`src/rtl/uart_tx_arbiter_if.sv`:
```
`default_nettype none
// ============================================================================
// uart_tx_arbiter_if : request/grant/done handshake between two requesters
//                      and the arbitrated UART transmitter.
// Revision: 1.0
// ============================================================================
interface uart_tx_arbiter_if #(
  parameter int DBIT = 8
);
  logic            req0;
  logic            req1;
  logic [DBIT-1:0] din0;
  logic [DBIT-1:0] din1;
  logic            gnt0;
  logic            gnt1;
  logic            done0;
  logic            done1;

  modport master (
    output req0, req1, din0, din1,
    input  gnt0, gnt1, done0, done1
  );

  modport slave (
    input  req0, req1, din0, din1,
    output gnt0, gnt1, done0, done1
  );
endinterface
`default_nettype wire

```
`src/rtl/uart_tx_arbiter.sv`:
```
`default_nettype none
// ============================================================================
// uart_tx_arbiter : round-robin arbiter for two requesters sharing one UART
//                   transmitter (start bit, DBIT data bits LSB first, stop).
// Revision: 1.0
// ============================================================================
module uart_tx_arbiter #(
  parameter int DBIT    = 8,
  parameter int SB_TICK = 16
) (
  input  logic             clk,
  input  logic             reset,
  input  logic             s_tick,
  uart_tx_arbiter_if.slave bus,
  output logic             busy,
  output logic             tx
);
  // Tick counter widens beyond 4 bits only when the stop bit needs it.
  localparam int c_sw = (SB_TICK > 16) ? $clog2(SB_TICK) : 4;
  localparam int c_nw = (DBIT > 8) ? $clog2(DBIT) : 3;
  localparam logic [c_sw-1:0] c_s_last  = c_sw'(15);
  localparam logic [c_sw-1:0] c_sb_last = c_sw'(SB_TICK - 1);
  localparam logic [c_nw-1:0] c_n_last  = c_nw'(DBIT - 1);

  typedef enum logic [1:0] {
    IDLE  = 2'd0,
    START = 2'd1,
    DATA  = 2'd2,
    STOP  = 2'd3
  } state_t;

  state_t          r_state, w_state_next;
  logic [c_sw-1:0] r_s, w_s_next;
  logic [c_nw-1:0] r_n, w_n_next;
  logic [DBIT-1:0] r_b, w_b_next;
  logic            r_owner, w_owner_next;
  logic            r_last, w_last_next;
  logic            r_gnt0, w_gnt0_next;
  logic            r_gnt1, w_gnt1_next;
  logic            r_done0, w_done0_next;
  logic            r_done1, w_done1_next;
  logic            w_pick1;

  // Requester 1 wins when alone, or on contention when 0 was served last.
  assign w_pick1 = bus.req1 & (~bus.req0 | ~r_last);

  always_ff @(posedge clk or negedge reset) begin
    if (!reset) begin
      r_state <= IDLE;
      r_s     <= '0;
      r_n     <= '0;
      r_b     <= '0;
      r_owner <= 1'b0;
      r_last  <= 1'b1;
      r_gnt0  <= 1'b0;
      r_gnt1  <= 1'b0;
      r_done0 <= 1'b0;
      r_done1 <= 1'b0;
    end else begin
      r_state <= w_state_next;
      r_s     <= w_s_next;
      r_n     <= w_n_next;
      r_b     <= w_b_next;
      r_owner <= w_owner_next;
      r_last  <= w_last_next;
      r_gnt0  <= w_gnt0_next;
      r_gnt1  <= w_gnt1_next;
      r_done0 <= w_done0_next;
      r_done1 <= w_done1_next;
    end
  end

  always_comb begin
    w_state_next = r_state;
    w_s_next     = r_s;
    w_n_next     = r_n;
    w_b_next     = r_b;
    w_owner_next = r_owner;
    w_last_next  = r_last;
    w_gnt0_next  = 1'b0;
    w_gnt1_next  = 1'b0;
    w_done0_next = 1'b0;
    w_done1_next = 1'b0;
    case (r_state)
      IDLE: begin
        w_s_next = '0;
        w_n_next = '0;
        if (bus.req0 | bus.req1) begin
          w_owner_next = w_pick1;
          w_last_next  = w_pick1;
          w_b_next     = w_pick1 ? bus.din1 : bus.din0;
          w_gnt0_next  = ~w_pick1;
          w_gnt1_next  = w_pick1;
          w_state_next = START;
        end
      end
      START: begin
        if (s_tick) begin
          if (r_s == c_s_last) begin
            w_s_next     = '0;
            w_state_next = DATA;
          end else begin
            w_s_next = r_s + c_sw'(1);
          end
        end
      end
      DATA: begin
        if (s_tick) begin
          if (r_s == c_s_last) begin
            w_s_next = '0;
            w_b_next = r_b >> 1;
            if (r_n == c_n_last) begin
              w_n_next     = '0;
              w_state_next = STOP;
            end else begin
              w_n_next = r_n + c_nw'(1);
            end
          end else begin
            w_s_next = r_s + c_sw'(1);
          end
        end
      end
      STOP: begin
        if (s_tick) begin
          if (r_s == c_sb_last) begin
            w_s_next     = '0;
            w_state_next = IDLE;
            w_done0_next = ~r_owner;
            w_done1_next = r_owner;
          end else begin
            w_s_next = r_s + c_sw'(1);
          end
        end
      end
      default: w_state_next = IDLE;
    endcase
  end

  always_comb begin
    tx = 1'b1;
    case (r_state)
      START:   tx = 1'b0;
      DATA:    tx = r_b[0];
      default: tx = 1'b1;
    endcase
  end

  assign busy      = (r_state != IDLE);
  assign bus.gnt0  = r_gnt0;
  assign bus.gnt1  = r_gnt1;
  assign bus.done0 = r_done0;
  assign bus.done1 = r_done1;
endmodule
`default_nettype wire

```
`src/flat_wrapper.sv`:
```
// flat-port wrapper written by rule: the top's interface ports become plain ports
module uart_tx_arbiter_flat 
#(
  parameter int DBIT    = 8,
  parameter int SB_TICK = 16
)
  (clk, reset, s_tick, busy, tx, bus_req0, bus_req1, bus_din0, bus_din1, bus_gnt0, bus_gnt1, bus_done0, bus_done1);
  uart_tx_arbiter_if #(.DBIT(DBIT)) bus_i ();
  input  logic clk;
  input  logic reset;
  input  logic s_tick;
  output logic busy;
  output logic tx;
  input wire logic [$bits(bus_i.req0)-1:0] bus_req0;
  input wire logic [$bits(bus_i.req1)-1:0] bus_req1;
  input wire logic [$bits(bus_i.din0)-1:0] bus_din0;
  input wire logic [$bits(bus_i.din1)-1:0] bus_din1;
  output wire logic [$bits(bus_i.gnt0)-1:0] bus_gnt0;
  output wire logic [$bits(bus_i.gnt1)-1:0] bus_gnt1;
  output wire logic [$bits(bus_i.done0)-1:0] bus_done0;
  output wire logic [$bits(bus_i.done1)-1:0] bus_done1;
  assign bus_i.req0 = bus_req0;
  assign bus_i.req1 = bus_req1;
  assign bus_i.din0 = bus_din0;
  assign bus_i.din1 = bus_din1;
  assign bus_gnt0 = bus_i.gnt0;
  assign bus_gnt1 = bus_i.gnt1;
  assign bus_done0 = bus_i.done0;
  assign bus_done1 = bus_i.done1;
  uart_tx_arbiter #(.DBIT(DBIT), .SB_TICK(SB_TICK)) u_core (.clk(clk), .reset(reset), .s_tick(s_tick), .bus(bus_i), .busy(busy), .tx(tx));
endmodule
```
`config.mk`:
```
export PLATFORM = sky130hd
export DESIGN_NAME = uart_tx_arbiter_flat
export DESIGN_NICKNAME = d
export VERILOG_FILES = /design/src/rtl/uart_tx_arbiter_if.sv /design/src/rtl/uart_tx_arbiter.sv /design/src/flat_wrapper.sv
export SDC_FILE = /design/constraint.sdc
export NUM_CORES = 1
export LEC_CHECK = 0
export ABC_AREA = 1
export CAP_MARGIN = 25
export CORE_MARGIN = 8
export CORE_UTILIZATION = 51
export CTS_CLUSTER_SIZE = 25
export DETAILED_ROUTE_END_ITERATION = 16
export GPL_ROUTABILITY_DRIVEN = 0
export PLACE_DENSITY = 0.79
export SLEW_MARGIN = 20
export SYNTH_ARGS = -nofsm -noshare
export SYNTH_HDL_FRONTEND = slang
export SYNTH_SLANG_ARGS = --single-unit
```
`constraint.sdc`:
```
create_clock -name clk -period 1.7 [get_ports clk]
set_input_delay 0.255 -clock clk [delete_from_list [all_inputs] [get_ports clk]]
set_output_delay 0.255 -clock clk [all_outputs]
set_load 0.02 [all_outputs]
```
## After elaboration in Yosys (flattened, before gate mapping)

Index checks and enable logic that the tools add are counted.

- Register bits after elaboration: 23
- Word-level logic and storage cells: 73
- Output and inout bits: 6

- Bitwise logic cells: 7
- Equality and inequality tests: 14
- Reductions and logical operators: 8
- Add/subtract/negate cells: 2
- Muxes and demuxes: 32

Operator list:

| kind | number |
|---|---|
| two-way mux 8 bit | 4 |
| two-way mux 2 bit | 8 |
| one-hot mux 8 bit (2 select lines) | 1 |
| != test 2 x 1 -> 1 bit, second input constant | 6 |
| two-way mux 1 bit | 10 |
| two-way mux 3 bit | 3 |
| two-way mux 4 bit | 2 |
| one-hot mux 2 bit (4 select lines) | 1 |
| one-hot mux 4 bit (2 select lines) | 1 |
| AND reduction 8 bit | 1 |
| != test 2 bit, second input constant | 3 |
| one-hot mux 3 bit (2 select lines) | 1 |
| adder 4 x 1 -> 4 bit, second input constant | 1 |
| equality test 2 bit, second input constant | 2 |
| equality test 4 bit, second input constant | 1 |
| inverter 1 bit | 4 |
| AND reduction 4 bit | 1 |
| nonzero test 2 bit | 2 |
| adder 3 x 1 -> 3 bit, second input constant | 1 |
| equality test 3 bit, second input constant | 1 |
| AND reduction 3 bit | 1 |
| OR reduction 3 bit | 1 |
| equality test 2 x 1 -> 1 bit, second input constant | 1 |
| logical NOT 2 bit | 1 |
| 4 further kinds | 5 |

## Logic depth before layout (Yosys ltp)

- Word-level depth: 6
- Depth in mapped cells: 9
- Mapped depth without buffers: 9

## Worst setup path before layout

Ideal clock, no wire load.

- Path kind: register to output
- From: reg u_core.r_state[0]
- To: out tx
- Arrival: 1.376 ns
- Data required time: 1.445 ns
- Slack: 0.069 ns
- Stages on the path, launching flop included: 5
- Cells stage by stage: dfrtp_1 > inv_1 > ha_1 > buf_2 > o21ai_0

- Word-level cells in the longest chain between the ends: 2

Ends and longest elaborated chain:

| element | RTL line | text |
|---|---|---|
| start, declared | uart_tx_arbiter.sv:32 | `state_t r_state, w_state_next;` |
| start signal, assigned | uart_tx_arbiter.sv:60 | `r_state <= w_state_next;` |
| equality test 2 bit or equality test 2 x 1 -> 1 bit (tied branches) | uart_tx_arbiter.sv:141 | `case (r_state)` |
| one-hot mux 1 bit (2 select lines) (*) | uart_tx_arbiter.sv:141 |  |
| end, declared | flat_wrapper.sv:13 | `output logic tx;` |

Every way passes the cells marked *; elsewhere a longest branch is shown, timed or not.

## Worst setup path in the final report

Ends and elaborated chain as after synthesis.

==> flow_summary.yaml <==
place:
  post-place-ws_ns: -0.00381
  portBuffers: 26
  dpl.hpwl_mm: 2.41
  dp_cells: 239
critical_path:
  worstSetupEndpointType: "output pin"
  critPathRequiredTime_ns: 1.44
  path_depth: 4
  critical_path_peak_fanout: 3
  crit_type: "flop to output pin"
  regToRegSetupSlack_ns: 0.13
  cp_num_buf_inv: 2
  critPathLaunchType: "flop"
  path_cells: "inv_2, ha_1, o21ai_0, buf_2"
  ff2ff_path_depth: 10
  slowest_stage: "dfrtp_1"
  critPathMaxStageDelay_ns: 0.41
  arrival_ns: 1.32
  crit_family: "flip-flops"
  r2r-end: "u_core.r_b[2]"
  reg2reg_from: "u_core.r_state[0]"
timing:
  rsz0062_at_grt: "true"
  worstMarginPinSlew_ns: 0.287
  finalSetupTns_ns: 0
  hold_violations: 0
  maxSlewViolCount: 0
  fin_crit_sh_pct: 92.8
  setup_viol: 0
  period_minus_slack_ns: 1.58
  finalClockSkew_ns: 0.00433
  setup_slack_ns: 0.123
  relSlewSlack_pct: 80.8
  fmax_mhz: 634
clock_tree:
  cts_tree: "done"
  cts_buffers: 3
  hold_buffers: 0
  cts.sinks: 23
  clk_path_buf_depth: 2
  htreeDepth: 1
  clk_pin_slew_worst_paths_ns: 0.12
  clock_latency_ns: 0.31
  cts-root-buf: "clkbuf_4"
yosys:
  synth.distinct_cells: 25
  syn-cell-area_um2: 1370
  synth_area_leaders: "dfrtp_1 (40%), nand2_1 (18%), ha_1 (7.3%), nand3_1 (6.2%), inv_1 (5.2%)"
  synth_top_area_cell: "dfrtp_1"
  synth_cells: 175
  synth_warnings: 0
  ys_ff_latch: 23
  seq_area_frac_synth_pct: 42.2
  synth_nets: 204
  synth_top_area_share_pct: 40.3
  synth_area_per_cell_um2: 7.81
power_and_ir_drop:
  finalPower_w: 0.00281
  peakVddDrop_v: 0.00112
  p_leak_nw: 0.920
  p_per_area_nw_per_um2: 1590
route:
  viasPerCell: 5.04
  drc: 0
  drt_iter0_drc: 35
  first_pass_iters: 4
  wl_per_cell_um: 12.9
  drt-total-wl_mm: 3.14
  ant_nets: 0
  route.vias.total: 1230
global_route:
  grt_max_degree: 24
  overflow: 0
  grtUsageTotal_pct: 14.4
  grt_pass1_wl_mm: 5.22
  grt_pass1_vias: 1264
  antenna_found_initial: 0
layout:
  multi_input_area_um2: 684
  antenna_cells: 0
  utilization_pct: 70.7
  nFillCells: 197
  finalNonFillerCells: 244
  drive_gt1_share_pct: 15.4
  fin_nets: 244
  regArea_um2: 577
  syn_to_final_growth_pct: 29.2
floorplan:
  fp-row-count: 18
  die_h_um: 67.8
  core_area_um2: 2500
  initial_core_util_pct: 54.7
  dieArea_um2: 4590
  ios: 27
  dieWidth_um: 67.8
job:
  maxCapViolCount: 0
outcome:
  status: "complete, no violations"
hold_path:
  hp-class: "input pin to async pin"
-- sequential cells by signal (all words and copies together), names as in the netlist, 2 cells and up --
register,cells
u_core.r_b,8
u_core.r_n,3
u_core.r_s,4
u_core.r_state,2
-- stage by stage --
step	instance area, µm²	hold slack (ns)
2_1_floorplan	1370	-0.0406
3_3_place_gp	1730	0.425
3_5_place_dp	1730	0.441
4_1_cts	1740	0.277
5_1_grt	1770	0.300
6_report	1770	0.275
-- area by class of cell --
cell class | instances | share of cell area (%)
repair buffers | 37 | 19.5
flip-flops and latches | 23 | 32.6
well taps | 30 | 2.12
inverters | 25 | 5.45
multi-input cells | 125 | 38.7
clock buffers | 4 | 1.49
-- synth_stat cells, drive strengths merged --
cell and number:
a21oi 5, buf 2, clkinv 1, dfrtp 22, dfstp 1, ha 8, inv 24, nand2 70
nand3 18, nand3b 7, nand4 2, nor2 6, nor3 2, o21ai 6, o22ai 1
-- cell families (layout without fill, tap and decap cells) --
kind of cell | count (synthesis) | after routing | share of synthesized area, %
buffers and inverters | 27 | 66 | 7.96
adder cells (fa/ha/maj) | 8 | 8 | 7.32
AO/OA/AOI/OAI | 12 | 12 | 5.31
AND/OR/NAND/NOR | 105 | 105 | 37.2
flip-flops | 23 | 23 | 42.2
-- worst register-to-register path, delay by kind of cell (launching register included) --
kind / cells / cell delay, ns
adders and majority gates: 1 / 0.19
buffers and inverters: 4 / 0.40
DFF: 1 / 0.41
and+or+nand+nor: 5 / 0.50
-- report_power, final --
group	leakage (nW)	internal (W)	switching (W)	total, W
sequential	0.295	0.000764	0.000134	0.000898
clock	0.0150	0.0000917	0.000158	0.000250
combinational	0.611	0.000690	0.000975	0.00166
-- layout by cell type (no fill, tap or decap), drive strengths merged --
| cell | Yosys | layout |
|---|---|---|
| clkbuf | 0 | 4 |
| clkinv | 1 | 1 |
| a21oi | 5 | 5 |
| ha | 8 | 8 |
| nor2 | 6 | 6 |
| dfstp | 1 | 1 |
| dfrtp | 22 | 22 |
| nand2 | 70 | 70 |
| nand4 | 2 | 2 |
| inv | 24 | 24 |
| nor3 | 2 | 2 |
| o22ai | 1 | 1 |
| clkdlybuf4s50 | 0 | 24 |
| o21ai | 6 | 6 |
| buf | 2 | 13 |
| nand3b | 7 | 7 |
| nand3 | 18 | 18 |
-- metal layers --
layer	up-vias	track usage (%)	wire length [µm]
li1	632	-	-
met1	563	16.2	1370
met2	31	25.3	1500
met3	4	2.98	241
met4	0	6.91	28
met5	-	0	0
-- worst max path at each step --
| stage | to | slack [ns] | startpoint |
|---|---|---|---|
| floorplan | tx | 0.07 | u_core.r_state[0] |
| global placement | tx | 0.03 | u_core.r_state[0] |
| detailed placement | busy | -0.004 | u_core.r_state[0] |
| CTS | u_core.r_b[2] | 0.04 | u_core.r_state[0] |
| global route | u_core.r_n[2] | -0.005 | u_core.r_state[0] |
| finish | tx | 0.12 | u_core.r_state[0] |
-- what timing repair did --
item	CTS	global route
endpoints found under the setup margin	2	14
hold endpoints to repair	0	0
buffers inserted	0	1
pin swaps	0	1
gates resized for setup	9	2
(Power assumes the default switching activity.)
